**src/rtl/seq_divider_16by8_if.sv**
```systemverilog
// Handshake and result bundle for the 16/8 sequential divider.
// The requester drives start and the operands; the divider returns the results and status.
interface seq_divider_16by8_if #(
    parameter int DIVIDEND_W = 16,
    parameter int DIVISOR_W  = 8
);
    logic                  start;
    logic [DIVIDEND_W-1:0] dividend;
    logic [DIVISOR_W-1:0]  divisor;
    logic [DIVIDEND_W-1:0] quotient;
    logic [DIVISOR_W-1:0]  remainder;
    logic                  busy;
    logic                  done_flag;
    logic                  div_by_zero;

    modport master (
        output start, dividend, divisor,
        input  quotient, remainder, busy, done_flag, div_by_zero
    );

    modport slave (
        input  start, dividend, divisor,
        output quotient, remainder, busy, done_flag, div_by_zero
    );
endinterface

```
**src/rtl/seq_divider_16by8.sv**
```systemverilog
// Radix-2 restoring divider: one quotient bit per clock, 16-bit dividend by 8-bit divisor.
// Divide-by-zero skips the iteration loop and reports all-ones quotient, dividend low byte as remainder.
//
// state  | meaning
// S_IDLE | waiting for start; operands captured on an accepted start
// S_CALC | one shift/trial-subtract iteration per clock, 16 in total
// S_DONE | results valid, done_flag pulses for one cycle (div-by-zero loads results here)
module seq_divider_16by8 #(
    parameter int DIVIDEND_W = 16,
    parameter int DIVISOR_W  = 8
) (
    input  logic                clk,
    input  logic                reset_a,
    seq_divider_16by8_if.slave  bus
);

    localparam int                CNT_W    = $clog2(DIVIDEND_W);
    localparam logic [CNT_W-1:0]  CNT_LAST = CNT_W'(DIVIDEND_W - 1);

    typedef enum logic [1:0] {
        S_IDLE = 2'd0,
        S_CALC = 2'd1,
        S_DONE = 2'd2
    } state_t;

    state_t                state_q,       state_d;
    logic [CNT_W-1:0]      count_q,       count_d;
    logic [DIVISOR_W-1:0]  pr_q,          pr_d;
    logic [DIVIDEND_W-1:0] q_q,           q_d;
    logic [DIVISOR_W-1:0]  dvs_q,         dvs_d;
    logic [DIVIDEND_W-1:0] quotient_q,    quotient_d;
    logic [DIVISOR_W-1:0]  remainder_q,   remainder_d;
    logic                  done_flag_q,   done_flag_d;
    logic                  div_by_zero_q, div_by_zero_d;

    logic [DIVISOR_W:0]    pr_shift;
    logic [DIVISOR_W:0]    trial;
    logic                  fits;
    logic [DIVISOR_W-1:0]  pr_next;
    logic [DIVIDEND_W-1:0] q_next;

    // Partial remainder stays below the divisor, so the shifted value is < 2*divisor:
    // the trial difference's top bit is exactly the borrow of the compare.
    always_comb begin
        pr_shift = {pr_q, q_q[DIVIDEND_W-1]};
        trial    = pr_shift - {1'b0, dvs_q};
        fits     = ~trial[DIVISOR_W];
        pr_next  = fits ? trial[DIVISOR_W-1:0] : pr_shift[DIVISOR_W-1:0];
        q_next   = {q_q[DIVIDEND_W-2:0], fits};
    end

    always_comb begin
        state_d       = state_q;
        count_d       = count_q;
        pr_d          = pr_q;
        q_d           = q_q;
        dvs_d         = dvs_q;
        quotient_d    = quotient_q;
        remainder_d   = remainder_q;
        done_flag_d   = 1'b0;
        div_by_zero_d = div_by_zero_q;

        unique case (state_q)
            S_IDLE: begin
                if (bus.start) begin
                    q_d           = bus.dividend;
                    dvs_d         = bus.divisor;
                    pr_d          = '0;
                    count_d       = '0;
                    div_by_zero_d = 1'b0;
                    state_d       = (bus.divisor == '0) ? S_DONE : S_CALC;
                end
            end
            S_CALC: begin
                pr_d    = pr_next;
                q_d     = q_next;
                count_d = count_q + CNT_W'(1);
                if (count_q == CNT_LAST) begin
                    quotient_d  = q_next;
                    remainder_d = pr_next;
                    done_flag_d = 1'b1;
                    state_d     = S_DONE;
                end
            end
            S_DONE: begin
                if (done_flag_q) begin
                    state_d = S_IDLE;
                end else begin
                    // Entered straight from IDLE with a zero divisor: publish the fixed result now.
                    quotient_d    = '1;
                    remainder_d   = q_q[DIVISOR_W-1:0];
                    done_flag_d   = 1'b1;
                    div_by_zero_d = 1'b1;
                end
            end
            default: begin
                state_d = S_IDLE;
            end
        endcase
    end

    always_ff @(posedge clk or negedge reset_a) begin
        if (!reset_a) begin
            state_q       <= S_IDLE;
            count_q       <= '0;
            pr_q          <= '0;
            q_q           <= '0;
            dvs_q         <= '0;
            quotient_q    <= '0;
            remainder_q   <= '0;
            done_flag_q   <= 1'b0;
            div_by_zero_q <= 1'b0;
        end else begin
            state_q       <= state_d;
            count_q       <= count_d;
            pr_q          <= pr_d;
            q_q           <= q_d;
            dvs_q         <= dvs_d;
            quotient_q    <= quotient_d;
            remainder_q   <= remainder_d;
            done_flag_q   <= done_flag_d;
            div_by_zero_q <= div_by_zero_d;
        end
    end

    assign bus.quotient    = quotient_q;
    assign bus.remainder   = remainder_q;
    assign bus.done_flag   = done_flag_q;
    assign bus.div_by_zero = div_by_zero_q;
    assign bus.busy        = (state_q != S_IDLE);

endmodule

```
**src/flat_wrapper.sv**
```systemverilog
// flat-port wrapper written by rule: the top's interface ports become plain ports
module seq_divider_16by8_flat 
#(
    parameter int DIVIDEND_W = 16,
    parameter int DIVISOR_W  = 8
)
  (clk, reset_a, bus_start, bus_dividend, bus_divisor, bus_quotient, bus_remainder, bus_busy, bus_done_flag, bus_div_by_zero);
  seq_divider_16by8_if #(.DIVIDEND_W(DIVIDEND_W), .DIVISOR_W(DIVISOR_W)) bus_i ();
  input  logic clk;
  input  logic reset_a;
  input wire logic [$bits(bus_i.start)-1:0] bus_start;
  input wire logic [$bits(bus_i.dividend)-1:0] bus_dividend;
  input wire logic [$bits(bus_i.divisor)-1:0] bus_divisor;
  output wire logic [$bits(bus_i.quotient)-1:0] bus_quotient;
  output wire logic [$bits(bus_i.remainder)-1:0] bus_remainder;
  output wire logic [$bits(bus_i.busy)-1:0] bus_busy;
  output wire logic [$bits(bus_i.done_flag)-1:0] bus_done_flag;
  output wire logic [$bits(bus_i.div_by_zero)-1:0] bus_div_by_zero;
  assign bus_i.start = bus_start;
  assign bus_i.dividend = bus_dividend;
  assign bus_i.divisor = bus_divisor;
  assign bus_quotient = bus_i.quotient;
  assign bus_remainder = bus_i.remainder;
  assign bus_busy = bus_i.busy;
  assign bus_done_flag = bus_i.done_flag;
  assign bus_div_by_zero = bus_i.div_by_zero;
  seq_divider_16by8 #(.DIVIDEND_W(DIVIDEND_W), .DIVISOR_W(DIVISOR_W)) u_core (.clk(clk), .reset_a(reset_a), .bus(bus_i));
endmodule
```
**config.mk**
```make
export PLATFORM = sky130hd
export DESIGN_NAME = seq_divider_16by8_flat
export DESIGN_NICKNAME = d
export VERILOG_FILES = /design/src/rtl/seq_divider_16by8_if.sv /design/src/rtl/seq_divider_16by8.sv /design/src/flat_wrapper.sv
export SDC_FILE = /design/constraint.sdc
export NUM_CORES = 1
export LEC_CHECK = 0
export BUFFER_PORTS_ARGS = -buffer_cell sky130_fd_sc_hd__buf_2
export CAP_MARGIN = 40
export CORE_ASPECT_RATIO = 2
export CORE_MARGIN = 2
export CORE_UTILIZATION = 40
export DETAILED_ROUTE_END_ITERATION = 8
export SETUP_SLACK_MARGIN = 0.5
export SYNTH_ARGS = -nofsm -noshare
export SYNTH_HDL_FRONTEND = slang
export SYNTH_SLANG_ARGS = --single-unit
```
**constraint.sdc**
```tcl
create_clock -name clk -period 5.2 [get_ports clk]
set_input_delay 0.78 -clock clk [delete_from_list [all_inputs] [get_ports clk]]
set_output_delay 0.78 -clock clk [all_outputs]
set_load 0.03 [all_outputs]
```
; ---- Word level (Yosys, flattened, before mapping)
; Index checks and enable logic that the tools add are counted.
[totals]
regBits = 64
inputBits = 27
[op_classes]
n_addsub = 2
n_eq_ne = 7
mux = 24
n_bitwise = 1
reduce_logical = 11
[op_table]
columns = operator, count
row1 = case mux 16 bit (2 select lines), 2
row2 = 2-to-1 mux 16 bit, 3
row3 = 2-to-1 mux 8 bit, 4
row4 = case mux 8 bit (2 select lines), 2
row5 = AND reduction 3 bit, 3
row6 = subtractor 9 x 8 -> 9 bit, 1
row7 = logical NOT 8 bit, 1
row8 = 2-to-1 mux 2 bit, 4
row9 = case mux 4 bit (2 select lines), 1
row10 = nonzero test 2 bit, 4
row11 = case mux 2 bit (3 select lines), 1
row12 = "adder 4 x 1 -> 4 bit, second input constant", 1
row13 = "== test 4 bit, second input constant", 1
row14 = 2-to-1 mux 1 bit, 4
row15 = 2-to-1 mux 4 bit, 1
row16 = "inequality test 2 x 1 -> 1 bit, second input constant", 2
row17 = "inequality test 2 bit, second input constant", 2
row18 = case mux 1 bit (2 select lines), 2
row19 = AND reduction 2 bit, 2
row20 = "== test 2 x 1 -> 1 bit, second input constant", 1
row21 = "== test 2 bit, second input constant", 1
row22 = logical NOT 2 bit, 1
row23 = NOT 1 bit, 1

; ---- Depth between registers and ports, before layout
; Gate-level depths: netlist of the first run.
[depth]
ltp_word = 4
mapped_depth = 10
depth_no_buf = 9

; ---- Least setup slack after synthesis of the first run
; OpenSTA, ideal clock, no wires.
[synth_path]
kind = flip-flop to flip-flop
from = register u_core.q_q[15]
to = register u_core.remainder_q[2] (netlist: u_core.bus.remainder[2])
arrival_ns = 2.335
required_time_ns = 5.096
path_slack_ns = 2.761
stages_incl_launch_ff = 11
path_buffers = 1
path_cell_list = dfrtp_1 inv_1 ha_1 inv_1 fa_1 a211oi_2 o211ai_1 a221o_2 buf_6 mux2i_1 a221oi_1
[synth_via]
elab_chain_cells = 4
[synth_rtl]
columns = element, line
row1 = "start, declared", seq_divider_16by8.sv:29  ; logic [DIVIDEND_W-1:0] q_q, q_d;
row2 = "start signal, assigned", seq_divider_16by8.sv:117  ; q_q <= q_d;
row3 = subtractor 9 x 8 -> 9 bit, seq_divider_16by8.sv:46  ; trial = pr_shift - {1'b0, dvs_q};
row4 = 2-to-1 mux 8 bit, seq_divider_16by8.sv:48  ; pr_next = fits ? trial[DIVISOR_W-1:0] : pr_shift[DIVISOR_W-1:0];
row5 = 2-to-1 mux 8 bit, seq_divider_16by8.sv:78  ; if (count_q == CNT_LAST) begin
row6 = case mux 8 bit (2 select lines), seq_divider_16by8.sv:63  ; unique case (state_q)
row7 = "end signal, assigned", seq_divider_16by8.sv:120  ; remainder_q <= remainder_d;
row8 = "end, declared", seq_divider_16by8.sv:32  ; logic [DIVISOR_W-1:0] remainder_q, remainder_d;
; No other way between the ends. The select of a mux whose other input is x is not followed.
; A chain may end at the register's enable or synchronous reset.

; ---- Worst setup path in the final report of the first run
[layout_path]
from = register u_core.q_q[15]
to = register u_core.remainder_q[0] (netlist: u_core.bus.remainder[0])
[layout_via]
elab_chain_cells = 4
[layout_rtl]
columns = element, line
row1 = subtractor 9 x 8 -> 9 bit, seq_divider_16by8.sv:46
row2 = 2-to-1 mux 8 bit (*), seq_divider_16by8.sv:48
row3 = 2-to-1 mux 8 bit (*), seq_divider_16by8.sv:78
row4 = case mux 8 bit (2 select lines) (*), seq_divider_16by8.sv:63
; Mark *: on every way between the ends. The rest lies on a longest branch, timed or not. The select of a mux whose other input is x is not followed.

==> results of run 1 <==
registers in the layout, indices dropped and copies added (netlist names):
register / cells
u_core.state_q: 2
u_core.count_q: 4
u_core.pr_q: 8
u_core.bus.done_flag: 1
u_core.bus.div_by_zero: 1
u_core.q_q: 16
u_core.dvs_q: 8
u_core.bus.quotient: 16
u_core.bus.remainder: 8
layout make-up:
class / instances / share of cell area (%)
clock buffer: 12 / 6.00
sequential: 64 / 40.6
tap: 98 / 3.11
clock inverter: 3 / 0.508
inverter: 17 / 1.62
timing repair buffer: 57 / 7.68
multi-input combinational: 227 / 40.5
path summary, 6_finish.rpt:
check | start | depth (start not counted) | to | slack [ps]
setup reg to reg | u_core.q_q[15] | 9 | u_core.bus.remainder[0] | 2390
hold / removal | u_core.bus.quotient[10] | 1 | u_core.bus.quotient[10] | 480
hold reg to reg | u_core.bus.quotient[10] | 1 | u_core.bus.quotient[10] | 480
max in group asynchronous | reset_a | 2 | u_core.bus.remainder[3] | 4010
setup / recovery | u_core.q_q[15] | 9 | u_core.bus.remainder[0] | 2390
min in group asynchronous | reset_a | 2 | u_core.bus.quotient[14] | 630
per-stage QoR:
step                worst slack (ps)  instance area, sq um  power [uW]  std cells  utilization, %
floorplan                       2760                  3340        2100        327               -
finish                          2390                  3940        3040        478            48.2
CTS                             2370                  3940        3070        478            48.2
global route                    2210                  3940        3270        478            48.2
global placement                2350                  3670        2480        462            44.9
detailed placement              2390                  3690        2530        463            45.1
layer usage:
metal / track usage (%) / share of wire, % / vias to the layer above
met4: 7.78 / 2.0 / 0
met2: 35.8 / 57 / 48
met1: 21.6 / 38 / 1274
met3: 4.05 / 3.7 / 8
li1: - / - / 1281
met5: 0 / 0 / -
worst max-delay path, stage by stage (launching register included):
cell	delay [ps]
dfrtp_1	370
inv_1	80
ha_1	150
inv_1	50
fa_1	420
a211oi_2	340
o211ai_1	150
a221o_2	520
mux2_4	380
a221oi_2	250
cells in the final DEF, fill, tap and decap left out, drive strengths merged, types with 3 or more instances in the layout:
cell type  count
a21boi         3
a21oi         12
a221oi         5
a31oi          3
buf           57
clkbuf        12
dfrtp         64
ha            12
inv           17
mux2           9
mux2i         23
nand2         27
nand2b        11
nand3         10
nor2          21
nor3           3
o21ai         32
o22a          15
o31ai          7
xor2           4
cell families (layout without fill, tap and decap cells):
kind of cell / after synthesis / count (layout) / share of synthesized area (%)
buffers and inverters: 36 / 89 / 4.38
flip-flops: 64 / 64 / 47.9
AO/OA/AOI/OAI: 94 / 94 / 19.7
XOR/XNOR: 5 / 5 / 1.31
adder cells (fa/ha/maj): 13 / 13 / 5.09
AND/OR/NAND/NOR: 83 / 83 / 11.6
multiplexers: 32 / 32 / 10.0
power groups by stage:
stage | logic, uW | clock network (uW) | registers [uW]
5_1_grt | 1770 | 558 | 945
4_1_cts | 1620 | 536 | 916
3_3_place_gp | 1560 | 0 | 920
2_1_floorplan | 1020 | 0 | 1070
3_5_place_dp | 1610 | 0 | 922
6_report | 1600 | 525 | 915
==> results.md, run 1 <==
* Reg power frac at between 30% and 40%
* Port bufs at 53
* Post-synthesis cell area at ~3300 sq um
* Vias per cell at about 5.5
* Final Hold Violating Endpoints at 0
* Vias in the first global route at 2657
* Slew Limit Fails at 0
* Setup TNS at 0 ps
* Clock power frac at 17.3%
* Footprint of the multi-input gates at 1600 sq um
* Flops & latches, synth at 64
* Final worst-path cycle share at 54.0%
* # DRC at 0
* # fillers at approximately 780
* Critical-path maximum fanout at 13
* Ys Warns at 0
* Vias at 2611
* Worst ir drop on vdd at 0.411 mV
* Area leader, netlist: dfrtp_1
* FF/Latch Area at 1600 sq um
* Initial antenna violation count at 0
* P&R area growth vs syn at 17.9%
* Number of synthesized flops with an enable pin at 0
* FP Rows at 47
* First-pass GRT wire length at around 13000 um
* MaxCap Viol Count at 0
* Largest net degree at the start of global routing at 65
* Core Region at between 8000 and 9000 sq um
* Clock Skews at 5.94 ps
* CTS max path bufs at 2
* Drt pass-1 iters at 4
* Synth top area cells: dfrtp_1 48%, mux2i_1 6.9%, o21ai_0 4.8%
* # Post-CTS Setup Buffers at 0
* Tmin final at 2810 ps
* Final hold slack at 482 ps
* Seq/Total Area, Yosys at 47.9%
* Number of DRC markers in iteration 0 at between 90 and 100
* Clk pin slew, worst setup/hold paths at 50 ps
* Die ar. at 9150 sq um
* H-tree depth at 3
* CP startpoint kind: register
* WS Path Type: register to register
* Fin nets at 416
* Ports at 54
* Initial Util at approximately 40%
* Clk_lat worst skew at 330 ps
* Post-CTS resize count at 0
* Crit. End Element: register
* Sink Count at 64
* Worst Max-Slew Pin Slew at 834 ps
* Top cell type's share of synthesized area at 47.9%
* Slew headroom at 44.4%
* Data required, critical path at 5430 ps
* GRT overflow at 0
* Count leader, synth: dfrtp_1
* Internal cell power at 1670 uW
* Post-route ant nets at 0
* Comb pwr share at 52.6%
* HPWL after DPL at around 6000 um
* Gate count after technology mapping at 327
* Fmax at 0.356 GHz
* Final wirelength at 8240 um
* Share of cells above drive strength 1 at 22.1%
* N_diodes at 0
* Pwr dens at roughly 770 nW/um^2
* Die height at 133 um
* Min-delay worst type: register to register
* Net Switching at 1360 uW
* RSZ-0062 raised after global routing: no
* Arr. time, crit path at 3040 ps
* Yosys cell types at 49
* GP Congestion at 0.773
* Routed WL per cell at 17.2 um
* Cts hold-fix bufs at 0
* Overall routing resource usage at 19.9%
* Num CTS Buffers at 9
* Commonest register cell after synthesis: dfrtp_1
* Final setup viols at 0
* CTS root buf: clkbuf_16
* Leak pwr at 0.00181 uW
* CTS tree: yes
* Status: finished clean
* Net Sw Frac at 44.9%
* Mapped Nets at 367
* Die X-Extent at 68.6 um
* Syn avg cell area at 10.2 sq um
* Asr flop ratio synth at 100%
* Synth top cells by count: 64 x dfrtp_1, 32 x o21ai_0, 27 x nand2_1
(Power assumes the default switching activity.)
==> run 2: changes to the inputs <==
clock period = 2.3 ns   (was 5.2 ns; I/O delays follow)
==> run 2 against run 1 <==
- the run now ends with negative setup slack left
- hold slack got worse by 460 ps
- critical endpoint is now u_core.bus.remainder[4]
- die area stayed put
- final area up 11%
- utilization rose by 5.2 points
- worst setup slack got worse by 2600 ps
==> results.md, run 2 (synthesis gave the netlist of run 1 again) <==
* Arr. time, crit path at 2710 ps (-330 ps)
* Number of DRC markers in iteration 0 at 71 (-23%)
* Die X-Extent at 68.6 um (unchanged)
* Final setup viols at 16 (+16)
* Critical-path maximum fanout at 4 (-9)
* CP max stage cell: a221o_2
* Clk_lat worst skew at 330 ps (about the same)
* Overall routing resource usage at 21.3% (+1.4 points)
* HPWL after DPL at 6450 um (+5.1%)
* Critical path's top delay family: compound AO/OA/AOI/OAI gates
* MaxCap Viol Count at 0 (unchanged)
* Die ar. at 9150 sq um (unchanged)
* CTS root buf: clkbuf_16
* Data required, critical path at 2520 ps (-2910 ps)
* N_diodes at 0 (unchanged)
* Routed WL per cell at 17.3 um (+0.51%)
* Share of cells above drive strength 1 at 34.1% (+12 points)
* First-pass GRT wire length at 14500 um (+9.0%)
* Num CTS Buffers at 9 (unchanged)
* Final wirelength at 8820 um (+7.0%)
* Violated checks: negative setup slack
* Pwr dens at 1780 nW/um^2 (+130%)
* FP Rows at 47 (unchanged)
* Met2 usage at 37.6% (+1.8 points)
* Critical Path Max Stage Delay at 430 ps (-90 ps)
* Commonest non-fill, non-tap cell in the layout: dfrtp_1
* Cts hold-fix bufs at 0 (unchanged)
* Met1 usage at 22.6% (+0.94 points)
* Slew headroom at 53.7% (+9.4 points)
* WS Path Type: register to register
* Vias per cell at 5.48 (+0.35%)
* Post-Layout Cell Count at 509 (+6.5%)
* Internal reg-to-reg setup slack at -190 ps (-2580 ps)
* GRT overflow at 0 (unchanged)
* Final Hold Violating Endpoints at 0 (unchanged)
* Most used cell along the critical path: inv_2
* Port bufs at 53 (unchanged)
* P&R area growth vs syn at 30.7%
* Ports at 54 (unchanged)
* Fmax at 0.402 GHz (+13%)
* Most frequent cells in the layout: 64 x dfrtp_1, 53 x buf_2, 27 x nand2_1
* Leak pwr at 0.00198 uW (+9.6%)
* Placed Cells at 482 (+4.1%)
* Worst ir drop on vdd at 1.12 mV (+170%)
* Final setup margin at -186 ps (-2580 ps)
* CTS max path bufs at 2 (unchanged)
* Post-route ant nets at 0 (unchanged)
* Status: finished, violations left
* Initial Util at 40.9% (unchanged)
* Die height at 133 um (unchanged)
* Vias at 2790 (+6.9%)
* Largest net degree at the start of global routing at 65 (unchanged)
* Fin nets at 449 (+7.9%)
* Initial antenna violation count at 0 (unchanged)
* Reg2Reg Launch Point: u_core.q_q[15]
* GR Util met3 at 4.56% (+0.51 points)
* Crit. End Element: register
* RSZ-0062 raised after global routing: yes
* # DRC at 0 (unchanged)
* Drt pass-1 iters at 4 (unchanged)
* Final worst-path cycle share at 108% (+54 points)
* Min-delay worst type: primary input to async pin
* Clk pin slew, worst setup/hold paths at 50 ps (about the same)
* CP startpoint kind: register
* GRT busiest layer: met2
* Worst Max-Slew Pin Slew at 685 ps (-149 ps)
* H-tree depth at 3 (unchanged)
* Core Region at 8170 sq um (unchanged)
* Slew Limit Fails at 0 (unchanged)
* Sink Count at 64 (unchanged)
* Clock Skews at 8.01 ps (+2.07 ps)
* Vias in the first global route at 2986 (+12%)
* CTS tree: yes
* R2r worst-path depth at 10 (+1)
* Crit path buffers/inverters at 3 (+1)
* RR Endpoint: u_core.bus.remainder[4]
* Worst-path cell chain: inv_2 > ha_4 > inv_2 > fa_2 > a211oi_2 > o211ai_1 > a221o_2 > buf_12 > mux2i_1 > a221oi_1
* GP Congestion at 0.855 (+11%)
* Total power at 7780 uW (+160%)
* Tmin final at 2490 ps (-323 ps)
==> run 2: cell types whose count changed in the layout (fill, tap and decap cells not counted), moves of 3 or more <==
| cell | change |
|---|---|
| buf_12 | +3 |
| o21ai_1 | +6 |
| buf_6 | +8 |
| mux2i_1 | -4 |
| a21oi_1 | -3 |
| ha_1 | -5 |
| o21ai_0 | -7 |
| ha_2 | +3 |
| buf_4 | +23 |
| a21oi_2 | +3 |
==> run 2: what timing repair did <==
item / in CTS / in global routing
endpoints found under the hold margin: 0 / 0
resized for setup: 9 / 28
pin swaps: 4 / 8
endpoints found under the setup margin: 46 / 48
setup buffers: 13 / 1
==> run 2: layout make-up <==
| class | count | area, sq um |
|---|---|---|
| clock buffers | 12 | 256 |
| clock inverters | 1 | 5.00 |
| fillers | 739 | 3810 |
| inverters | 17 | 63.8 |
| multi-input cells | 227 | 1710 |
| flip-flops and latches | 64 | 1600 |
| well taps | 98 | 123 |
| repair buffers | 90 | 611 |
==> run 2: worst max path at each step <==
stage                    from                      end  slack [ps]  cells after the start
6_report       u_core.q_q[15]  u_core.bus.remainder[4]        -190                     10
3_3_place_gp   u_core.q_q[15]  u_core.bus.remainder[7]        -160                     10
4_1_cts        u_core.q_q[15]  u_core.bus.remainder[4]        -180                     10
3_5_place_dp   u_core.q_q[15]  u_core.bus.remainder[4]        -260                     10
5_1_grt        u_core.q_q[15]  u_core.bus.remainder[4]        -260                     10
2_1_floorplan  u_core.q_q[15]  u_core.bus.remainder[2]        -130                     10
==> run 2: per-stage QoR <==
step	setup TNS, ps	util (%)	hold WS, ps	instance area, sq um	setup slack, ps
after floorplan	-623	-	49.4	3350	-128
after global placement	-1310	47.2	387	3860	-156
after detailed placement	-2620	47.2	388	3860	-262
after CTS	-1500	51.9	36.7	4240	-180
after global routing	-2830	53.4	48.2	4370	-263
final	-1370	53.4	24.8	4370	-186
==> run 2: layer usage <==
metal  wire length (um)  vias up
li1                   -     1343
met4                305        0
met3                289       18
met1               3230     1375
met5                  0        -
met2               5000       54
==> run 2: power breakdown <==
part	total, uW	switching [uW]	internal (uW)
Clock	1210	443	766
Sequential	2090	425	1670
Combinational	4480	2470	2000
==> run 2: worst register-to-register path: stages (launching register included) <==
cell	delay, ps
dfrtp_1	390
inv_2	100
ha_4	140
inv_2	30
fa_2	340
a211oi_2	230
o211ai_1	110
a221o_2	430
buf_12	160
mux2i_1	130
a221oi_1	310
